**src/rtl/riscv_pkg.sv**
```systemverilog
// Shared definitions for the RISC-V front end.
//   NOP_INSTR        : canonical NOP (addi x0,x0,0), used as the reset/fault instruction.
//   DEFAULT_RESET_PC : default byte address of the first fetch.
//   fetch_state_t    : fetch FSM states.
package riscv_pkg;

  localparam logic [31:0] NOP_INSTR        = 32'h0000_0013;
  localparam logic [31:0] DEFAULT_RESET_PC = 32'h0000_0000;

  typedef enum logic {
    IDLE = 1'b0,
    RUN  = 1'b1
  } fetch_state_t;

endpackage

```
**src/rtl/if_id_reg.sv**
```systemverilog
// IF/ID pipeline register with valid/ready handshake and flush.
//   clk, rst_n          : clock, asynchronous active-low reset
//   load                : capture in_* this edge (caller guarantees slot is free)
//   flush               : drop the held bundle (priority over load)
//   in_pc/instr/fault   : bundle to capture
//   out_ready           : downstream accepts the held bundle
//   out_valid/pc/instr/fault : held bundle
module if_id_reg
  import riscv_pkg::*;
#(
  parameter logic [31:0] RESET_PC = DEFAULT_RESET_PC
) (
  input  logic        clk,
  input  logic        rst_n,
  input  logic        load,
  input  logic        flush,
  input  logic [31:0] in_pc,
  input  logic [31:0] in_instr,
  input  logic        in_fault,
  input  logic        out_ready,
  output logic        out_valid,
  output logic [31:0] out_pc,
  output logic [31:0] out_instr,
  output logic        out_fault
);

  logic        valid_q, valid_d;
  logic [31:0] pc_q, pc_d;
  logic [31:0] instr_q, instr_d;
  logic        fault_q, fault_d;

  always_comb begin
    valid_d = valid_q;
    pc_d    = pc_q;
    instr_d = instr_q;
    fault_d = fault_q;
    if (flush) begin
      // Fields are left untouched so they stay stable while invalid.
      valid_d = 1'b0;
    end else if (load) begin
      valid_d = 1'b1;
      pc_d    = in_pc;
      instr_d = in_instr;
      fault_d = in_fault;
    end else if (out_ready) begin
      valid_d = 1'b0;
    end
  end

  always_ff @(posedge clk or negedge rst_n) begin
    if (!rst_n) begin
      valid_q <= 1'b0;
      pc_q    <= RESET_PC;
      instr_q <= NOP_INSTR;
      fault_q <= 1'b0;
    end else begin
      valid_q <= valid_d;
      pc_q    <= pc_d;
      instr_q <= instr_d;
      fault_q <= fault_d;
    end
  end

  assign out_valid = valid_q;
  assign out_pc    = pc_q;
  assign out_instr = instr_q;
  assign out_fault = fault_q;

endmodule

```
**src/rtl/fetch_unit.sv**
```systemverilog
// Instruction-fetch stage: owns the PC and fetch FSM, drives the word-indexed
// instruction memory address and captures read data into the IF/ID register.
//   clk, rst_n                      : clock, asynchronous active-low reset
//   fetch_en                        : permits new fetches
//   redirect_valid/redirect_target  : taken branch/jump, byte target (bits [1:0] ignored)
//   imem_addr  (out)                : word index {2'b00, pc[31:2]}
//   imem_instr (in)                 : combinational read data for imem_addr
//   out_valid/out_ready             : IF/ID handshake
//   out_pc/out_instr/out_fault      : IF/ID bundle; fault marks an out-of-range word
module fetch_unit
  import riscv_pkg::*;
#(
  parameter logic [31:0] RESET_PC   = DEFAULT_RESET_PC,
  parameter int unsigned IMEM_DEPTH = 65
) (
  input  logic        clk,
  input  logic        rst_n,
  input  logic        fetch_en,
  input  logic        redirect_valid,
  input  logic [31:0] redirect_target,
  output logic [31:0] imem_addr,
  input  logic [31:0] imem_instr,
  output logic        out_valid,
  input  logic        out_ready,
  output logic [31:0] out_pc,
  output logic [31:0] out_instr,
  output logic        out_fault
);

  fetch_state_t state_q, state_d;
  logic [31:0]  pc_q, pc_d;
  logic         adv;
  logic         capture;
  logic         fault;
  logic [31:0]  cap_instr;

  assign imem_addr = {2'b00, pc_q[31:2]};
  assign fault     = (imem_addr >= IMEM_DEPTH);
  assign cap_instr = fault ? NOP_INSTR : imem_instr;

  assign adv     = (state_q == RUN) && (!out_valid || out_ready);
  // Leaving RUN (fetch_en low) suppresses capture on that edge.
  assign capture = adv && fetch_en && !redirect_valid;

  always_comb begin
    state_d = state_q;
    pc_d    = pc_q;
    case (state_q)
      IDLE:    if (fetch_en)  state_d = RUN;
      RUN:     if (!fetch_en) state_d = IDLE;
      default: state_d = IDLE;
    endcase
    if (redirect_valid) begin
      pc_d = redirect_target & 32'hFFFF_FFFC;
    end else if (capture) begin
      pc_d = pc_q + 32'd4;
    end
  end

  always_ff @(posedge clk or negedge rst_n) begin
    if (!rst_n) begin
      state_q <= IDLE;
      pc_q    <= RESET_PC;
    end else begin
      state_q <= state_d;
      pc_q    <= pc_d;
    end
  end

  if_id_reg #(
    .RESET_PC(RESET_PC)
  ) u_if_id_reg (
    .clk      (clk),
    .rst_n    (rst_n),
    .load     (capture),
    .flush    (redirect_valid),
    .in_pc    (pc_q),
    .in_instr (cap_instr),
    .in_fault (fault),
    .out_ready(out_ready),
    .out_valid(out_valid),
    .out_pc   (out_pc),
    .out_instr(out_instr),
    .out_fault(out_fault)
  );

endmodule

```
**config.mk**
```make
export PLATFORM = sky130hd
export DESIGN_NAME = fetch_unit
export DESIGN_NICKNAME = d
export VERILOG_FILES = /design/src/rtl/riscv_pkg.sv /design/src/rtl/if_id_reg.sv /design/src/rtl/fetch_unit.sv
export SDC_FILE = /design/constraint.sdc
export NUM_CORES = 1
export LEC_CHECK = 0
export ABC_AREA = 1
export CAP_MARGIN = 25
export CORE_MARGIN = 2
export CORE_UTILIZATION = 41
export DETAILED_ROUTE_END_ITERATION = 6
export PLACE_DENSITY = 0.87
export SYNTH_ARGS = -nofsm -noshare
export SYNTH_HDL_FRONTEND = slang
export SYNTH_SLANG_ARGS = --single-unit
export TNS_END_PERCENT = 30
```
**constraint.sdc**
```tcl
create_clock -name clk -period 1.6 [get_ports clk]
set_clock_uncertainty 0.2 [all_clocks]
set_input_delay 0.32 -clock clk [delete_from_list [all_inputs] [get_ports clk]]
set_output_delay 0.32 -clock clk [all_outputs]
set_load 0.01 [all_outputs]
```
Word level (Yosys, flattened, before mapping):

Index checks and enable logic that the tools add are counted.

* bits of input ports: 69
* register bits after elaboration: 99
* output and inout bits: 98

* bitwise logic cells: 1
* reductions and logical operators: 9
* multiplexer cells: 7
* add/subtract/negate cells: 1
* magnitude comparators: 1

Operators with widths (number)
* $mux W32: 3
* $add A32 B3 Y32 const B: 1
* $ge A30 B7 Y1 const B: 1
* $mux W1: 4
* $logic_and A1 B1 Y1: 3
* $reduce_bool A3 Y1: 1
* $logic_not A1 Y1: 2
* $reduce_and A2 Y1: 1
* $reduce_bool A2 Y1: 1
* $logic_or A1 B1 Y1: 1
* $not A1 Y1: 1

Longest topological paths before layout:

* word-level depth: 7
* depth in mapped cells: 10
* gate-level depth less buffers: 9

Cells and area by module:

A second synthesis with hierarchy kept.

* cells, all modules: 766
* area, all modules: 5465.2 um2

By module, submodules not included
* fetch_unit: cells each 479, instances 1, area an instance 2840.2 um2
* if_id_reg: cells each 287, instances 1, area an instance 2625.0 um2

Worst setup path after synthesis:

No wires, ideal clock.

* kind: flip-flop to flip-flop
* from: register pc_q[3]
* to: register pc_q[20]
* clock period less this slack: 1724 ps
* setup time: 125 ps
* slack: -124 ps
* stages on the path, launching flop included: 10
* required time: 1275 ps
* arrival time: 1399 ps
* cell sequence: dfrtp_1 -> ha_1 -> nand2_1 -> nor2_2 -> nand3_2 -> nor2_4 -> buf_6 -> nand2_1 -> nand3_1 -> nand3_1

* longest elaborated chain between the ends: 3

Ends and longest elaborated chain
* start, declared: RTL line fetch_unit.sv:31 `logic [31:0] pc_q, pc_d;`
* start signal, assigned: RTL line fetch_unit.sv:66 `pc_q <= pc_d;`
* $add A32 B3 Y32: RTL line fetch_unit.sv:56 `pc_d = pc_q + 32'd4;`
* $mux W32: RTL line fetch_unit.sv:55 `end else if (capture) begin`
* $mux W32: RTL line fetch_unit.sv:53 `if (redirect_valid) begin`

No other way between the ends. The select of a mux whose other input is x is not followed.
A chain may end at the register's enable or synchronous reset.

Worst setup path in the final report:

* from: input port fetch_en
* to: register u_if_id_reg.instr_q[14], in the netlist u_if_id_reg.out_instr[14]

* longest elaborated chain between the ends: 3

Ends and longest elaborated chain
* start, declared: RTL line fetch_unit.sv:18 `input logic fetch_en,`
* $logic_and A1 B1 Y1 (2 in a row): RTL line fetch_unit.sv:43 `assign capture = adv && fetch_en && !redirect_valid;`
* $reduce_and A2 Y1 (no source line)
* end signal, assigned: RTL line if_id_reg.sv:59 `instr_q <= instr_d;`
* end, declared: RTL line if_id_reg.sv:29 `logic [31:0] instr_q, instr_d;`

No other way between the ends.

==> impl_metrics.prom <==
# TYPE chip_impl_metric gauge
chip_impl_metric{name="route.final.wire_length",unit="µm"} 17250
chip_impl_metric{name="synth-seq-cells",unit=""} 95
chip_impl_info{name="synth_most_common_cell",value="sky130_fd_sc_hd__nand2_1"} 1
chip_impl_metric{name="worst_slack",unit="ns"} -0.2811
chip_impl_metric{name="ys_async_sr_fraction",unit="%"} 100.0
chip_impl_metric{name="tritoncts_buffer_count",unit=""} 9
chip_impl_metric{name="dr_total_vias",unit=""} 5214
chip_impl_metric{name="p_leak",unit="nW"} 4.008
chip_impl_metric{name="powerDensity",unit="nW/µm²"} 876.4
chip_impl_metric{name="final_layout_size_suffix_gt1_share",unit="%"} 26.44
chip_impl_metric{name="grt_antenna_before_repair",unit=""} 0
chip_impl_metric{name="area_share_of_the_largest_cell_type_after_synthesis",unit="%"} 48.33
chip_impl_metric{name="slew_violations",unit=""} 0
chip_impl_info{name="crit_path_start_kind",value="primary input"} 1
chip_impl_metric{name="met1_usage",unit="%"} 32.28
chip_impl_metric{name="library_cells_used_by_synthesis",unit=""} 35
chip_impl_metric{name="postSynthCellCount",unit=""} 609
chip_impl_metric{name="power_frac_clock",unit="%"} 32.5
chip_impl_metric{name="global_route.usage.met2",unit="%"} 42.55
chip_impl_metric{name="final.hold.worst_slack",unit="ns"} 0.2149
chip_impl_metric{name="dpl.hpwl",unit="µm"} 10880
chip_impl_metric{name="clock_latency",unit="ns"} 0.35
chip_impl_metric{name="antennaDiodeCount",unit=""} 0
chip_impl_metric{name="min_period_over_period",unit="%"} 117.6
chip_impl_metric{name="gr-usage-met3",unit="%"} 4.954
chip_impl_metric{name="finalNetCount",unit=""} 918
chip_impl_metric{name="floorplan.io_pins",unit=""} 167
chip_impl_metric{name="comb_power_share",unit="%"} 26.0
chip_impl_metric{name="globalRoute.totalOverflow",unit=""} 0
chip_impl_metric{name="swShare",unit="%"} 30.30
chip_impl_metric{name="finalHoldViolations",unit=""} 0
chip_impl_metric{name="coreArea",unit="µm²"} 11370
chip_impl_info{name="failing_checks",value="setup timing"} 1
chip_impl_metric{name="drt_pass1_iterations",unit=""} 7
chip_impl_metric{name="power.share.sequential",unit="%"} 41.5
chip_impl_metric{name="netSwitchingPower",unit="mW"} 2.056
chip_impl_metric{name="placed_cells_incl_taps",unit=""} 954
chip_impl_metric{name="die_area",unit="µm²"} 12500
chip_impl_metric{name="route.detailed.wl_per_inst",unit="µm"} 17.36
chip_impl_metric{name="grt_first_pass_wirelength",unit="µm"} 25000
chip_impl_metric{name="chipWidth",unit="µm"} 111.8
chip_impl_metric{name="fin_total_pwr",unit="mW"} 6.787
chip_impl_metric{name="via_per_inst",unit=""} 5.245
chip_impl_metric{name="max_cap_viol_count",unit=""} 0
chip_impl_metric{name="totalNegativeSetupSlack",unit="ns"} -12.40
chip_impl_info{name="setup_repair_after_global_routing_missed_its_margin",value="yes"} 1
chip_impl_info{name="synthTopCellsByCount",value="sky130_fd_sc_hd__nand2_1 (205), sky130_fd_sc_hd__dfrtp_1 (92), sky130_fd_sc_hd__inv_1 (63)"} 1
chip_impl_metric{name="clockBufferDepth",unit=""} 2
chip_impl_metric{name="setup_viol_count_final",unit=""} 69
chip_impl_info{name="timing.setup.critical_path_class",value="primary input to flip-flop"} 1
chip_impl_metric{name="gp_congestion",unit=""} 0.8990
chip_impl_info{name="endpoint_kind",value="flip-flop"} 1
chip_impl_metric{name="initial_core_util",unit="%"} 41.90
chip_impl_metric{name="initialDrtViolationCount",unit=""} 412
chip_impl_metric{name="synthesis.area",unit="µm²"} 4763
chip_impl_metric{name="timing.critical_path.fanout_max",unit=""} 8
chip_impl_metric{name="synth_edf_count",unit=""} 0
chip_impl_metric{name="post-route-min-period",unit="ns"} 1.881
chip_impl_metric{name="buffers_on_ports",unit=""} 160
chip_impl_metric{name="die_h",unit="µm"} 111.8
chip_impl_metric{name="synth-seq-area-share",unit="%"} 49.99
chip_impl_metric{name="area.growth.synth_to_final",unit="%"} 62.57
chip_impl_info{name="clock_tree_from_tritoncts",value="done"} 1
chip_impl_metric{name="final_util",unit="%"} 68.11
chip_impl_metric{name="clk_pin_slew",unit="ns"} 0.07
chip_impl_metric{name="globalRouteTotalUtil",unit="%"} 25.38
chip_impl_metric{name="largest_net_degree_at_the_start_of_global_routing",unit=""} 39
chip_impl_info{name="outcome",value="finished, violations left"} 1
chip_impl_metric{name="first_global_vias",unit=""} 4841
chip_impl_metric{name="rows",unit=""} 39
chip_impl_metric{name="antenna_violating_nets_post_route",unit=""} 0
chip_impl_info{name="synthDominantAreaCellType",value="sky130_fd_sc_hd__dfrtp_1"} 1
chip_impl_metric{name="timing.critical_path.required",unit="ns"} 1.68
chip_impl_metric{name="critPathArrivalTime",unit="ns"} 1.96
chip_impl_metric{name="h-tree-depth",unit=""} 3
chip_impl_info{name="top_cells_by_area_in_the_synthesized_netlist",value="sky130_fd_sc_hd__dfrtp_1 (48%), sky130_fd_sc_hd__nand2_1 (16%), sky130_fd_sc_hd__o21ai_0 (5.1%), sky130_fd_sc_hd__nand3_1 (5.0%), sky130_fd_sc_hd__inv_1 (5.0%)"} 1
chip_impl_info{name="root_buffer",value="sky130_fd_sc_hd__clkbuf_16"} 1
chip_impl_metric{name="layout.cells.non_filler",unit=""} 994
chip_impl_metric{name="power.ir.vdd_worst",unit="mV"} 0.5557
chip_impl_metric{name="internal-power",unit="mW"} 4.730
chip_impl_info{name="timing.hold.worst.class",value="primary input to async pin"} 1
chip_impl_info{name="postSynth.topFlopCell",value="sky130_fd_sc_hd__dfrtp_1"} 1
chip_impl_metric{name="cts_num_sinks",unit=""} 95
chip_impl_info{name="busiest_layer",value="met2"} 1
chip_impl_metric{name="timing.fmax",unit="MHz"} 531.6
chip_impl_metric{name="synthesis.yosys.warnings",unit=""} 0
chip_impl_metric{name="drt_drc_violations_left",unit=""} 0
chip_impl_metric{name="n_fill_cell",unit=""} 851
chip_impl_metric{name="post_synthesis_mean_instance_area",unit="µm²"} 7.822
[path summary, 6_finish.rpt]
path | from | endpoint | slack (ns) | cells past startpoint
setup / recovery | fetch_en | u_if_id_reg.out_instr[14] | -0.28 | 11
hold / removal | rst_n | u_if_id_reg.out_pc[3] | 0.21 | 2
setup reg to reg | pc_q[2] | u_if_id_reg.out_instr[14] | -0.28 | 11
hold reg to reg | u_if_id_reg.out_pc[19] | u_if_id_reg.out_pc[19] | 0.28 | 2
max in group asynchronous | rst_n | u_if_id_reg.out_instr[0] | 0.45 | 3
min in group clk | fetch_en | state_q | 0.27 | 1
[stage by stage]
step | area (µm²) | setup slack, ns
floorplan | 4783 | -0.1045
global placement | 6993 | -0.3943
detailed placement | 6993 | -0.4722
CTS | 7347 | -0.2207
global route | 7744 | -0.3550
finish | 7744 | -0.2811
[cell families after synthesis]
group | share of synthesized area [%]
and+or+nand+nor | 31.31
DFF | 49.99
buffers and inverters | 8.537
AOI/OAI and AO/OA | 8.196
xor gates and xnor gates | 1.103
adders and majority gates | 0.7881
other | 0.07873
[registers in the layout (all words and copies together), names as in the netlist]
register and count:
pc_q 30, u_if_id_reg.out_valid 1, u_if_id_reg.out_fault 1, u_if_id_reg.out_pc 30, state_q 1, u_if_id_reg.out_instr 32
[critical path, stage by stage]
cell and delay [ns]:
sky130_fd_sc_hd__clkdlybuf4s50_1 0.50, sky130_fd_sc_hd__nand2_1 0.08, sky130_fd_sc_hd__inv_1 0.12, sky130_fd_sc_hd__nand3_4 0.14, sky130_fd_sc_hd__nor2_2 0.18, sky130_fd_sc_hd__nand2_2 0.09, sky130_fd_sc_hd__nor2_4 0.10, sky130_fd_sc_hd__buf_12 0.14
sky130_fd_sc_hd__clkbuf_16 0.18, sky130_fd_sc_hd__nand2_2 0.05, sky130_fd_sc_hd__nand2_1 0.05
[final cells by class]
class	count	area, µm²	area share [%]
sequential	95	2391	30.88
timing repair buffer	251	2301	29.71
clock inverter	5	57.56	0.7433
multi-input combinational	423	2320	29.96
clock buffer	11	242.7	3.135
inverter	66	252.7	3.264
tap	143	178.9	2.311
[metal layers]
layer | routed length, µm | part of all wire, %
met3 | 1260 | 7.3
met4 | 718 | 4.2
met1 | 6712 | 39
met5 | 0 | 0
met2 | 8562 | 50
[power by group through the flow]
| stage | combinational, mW | sequential (mW) | clock [mW] |
|---|---|---|---|
| after floorplan | 0.463 | 2.98 | 0 |
| after global placement | 1.62 | 2.86 | 0 |
| after detailed placement | 1.66 | 2.86 | 0 |
| after CTS | 1.63 | 2.80 | 2.22 |
| after global routing | 1.90 | 2.84 | 2.34 |
| final | 1.76 | 2.82 | 2.21 |
[timing repair]
action	CTS	global route
cloned	0	4
resized for setup	186	93
pin swaps	7	12
hold endpoints to repair	20	0
endpoints found under the setup margin	156	80
hold buffers	1	0
setup buffers	16	3
[placed cells by master (no fill, tap or decap), drive strengths merged]
master,n
ha,3
or2,3
o211ai,6
a21boi,3
nor2,61
o2111ai,2
nor3,2
a31oi,1
clkdlybuf4s15,8
o221ai,3
inv,66
clkinvlp,3
xnor2,1
nand4,16
dlygate4sd2,65
o21ai,50
clkinv,1
xor2,5
nand3b,1
nand3,50
dlygate4sd3,1
dfrtp,92
bufinv,1
a22oi,1
conb,4
buf,105
dfstp,3
nand2,208
a21oi,3
clkbuf,18
clkdlybuf4s50,65
Power figures use the tool's default switching activity.
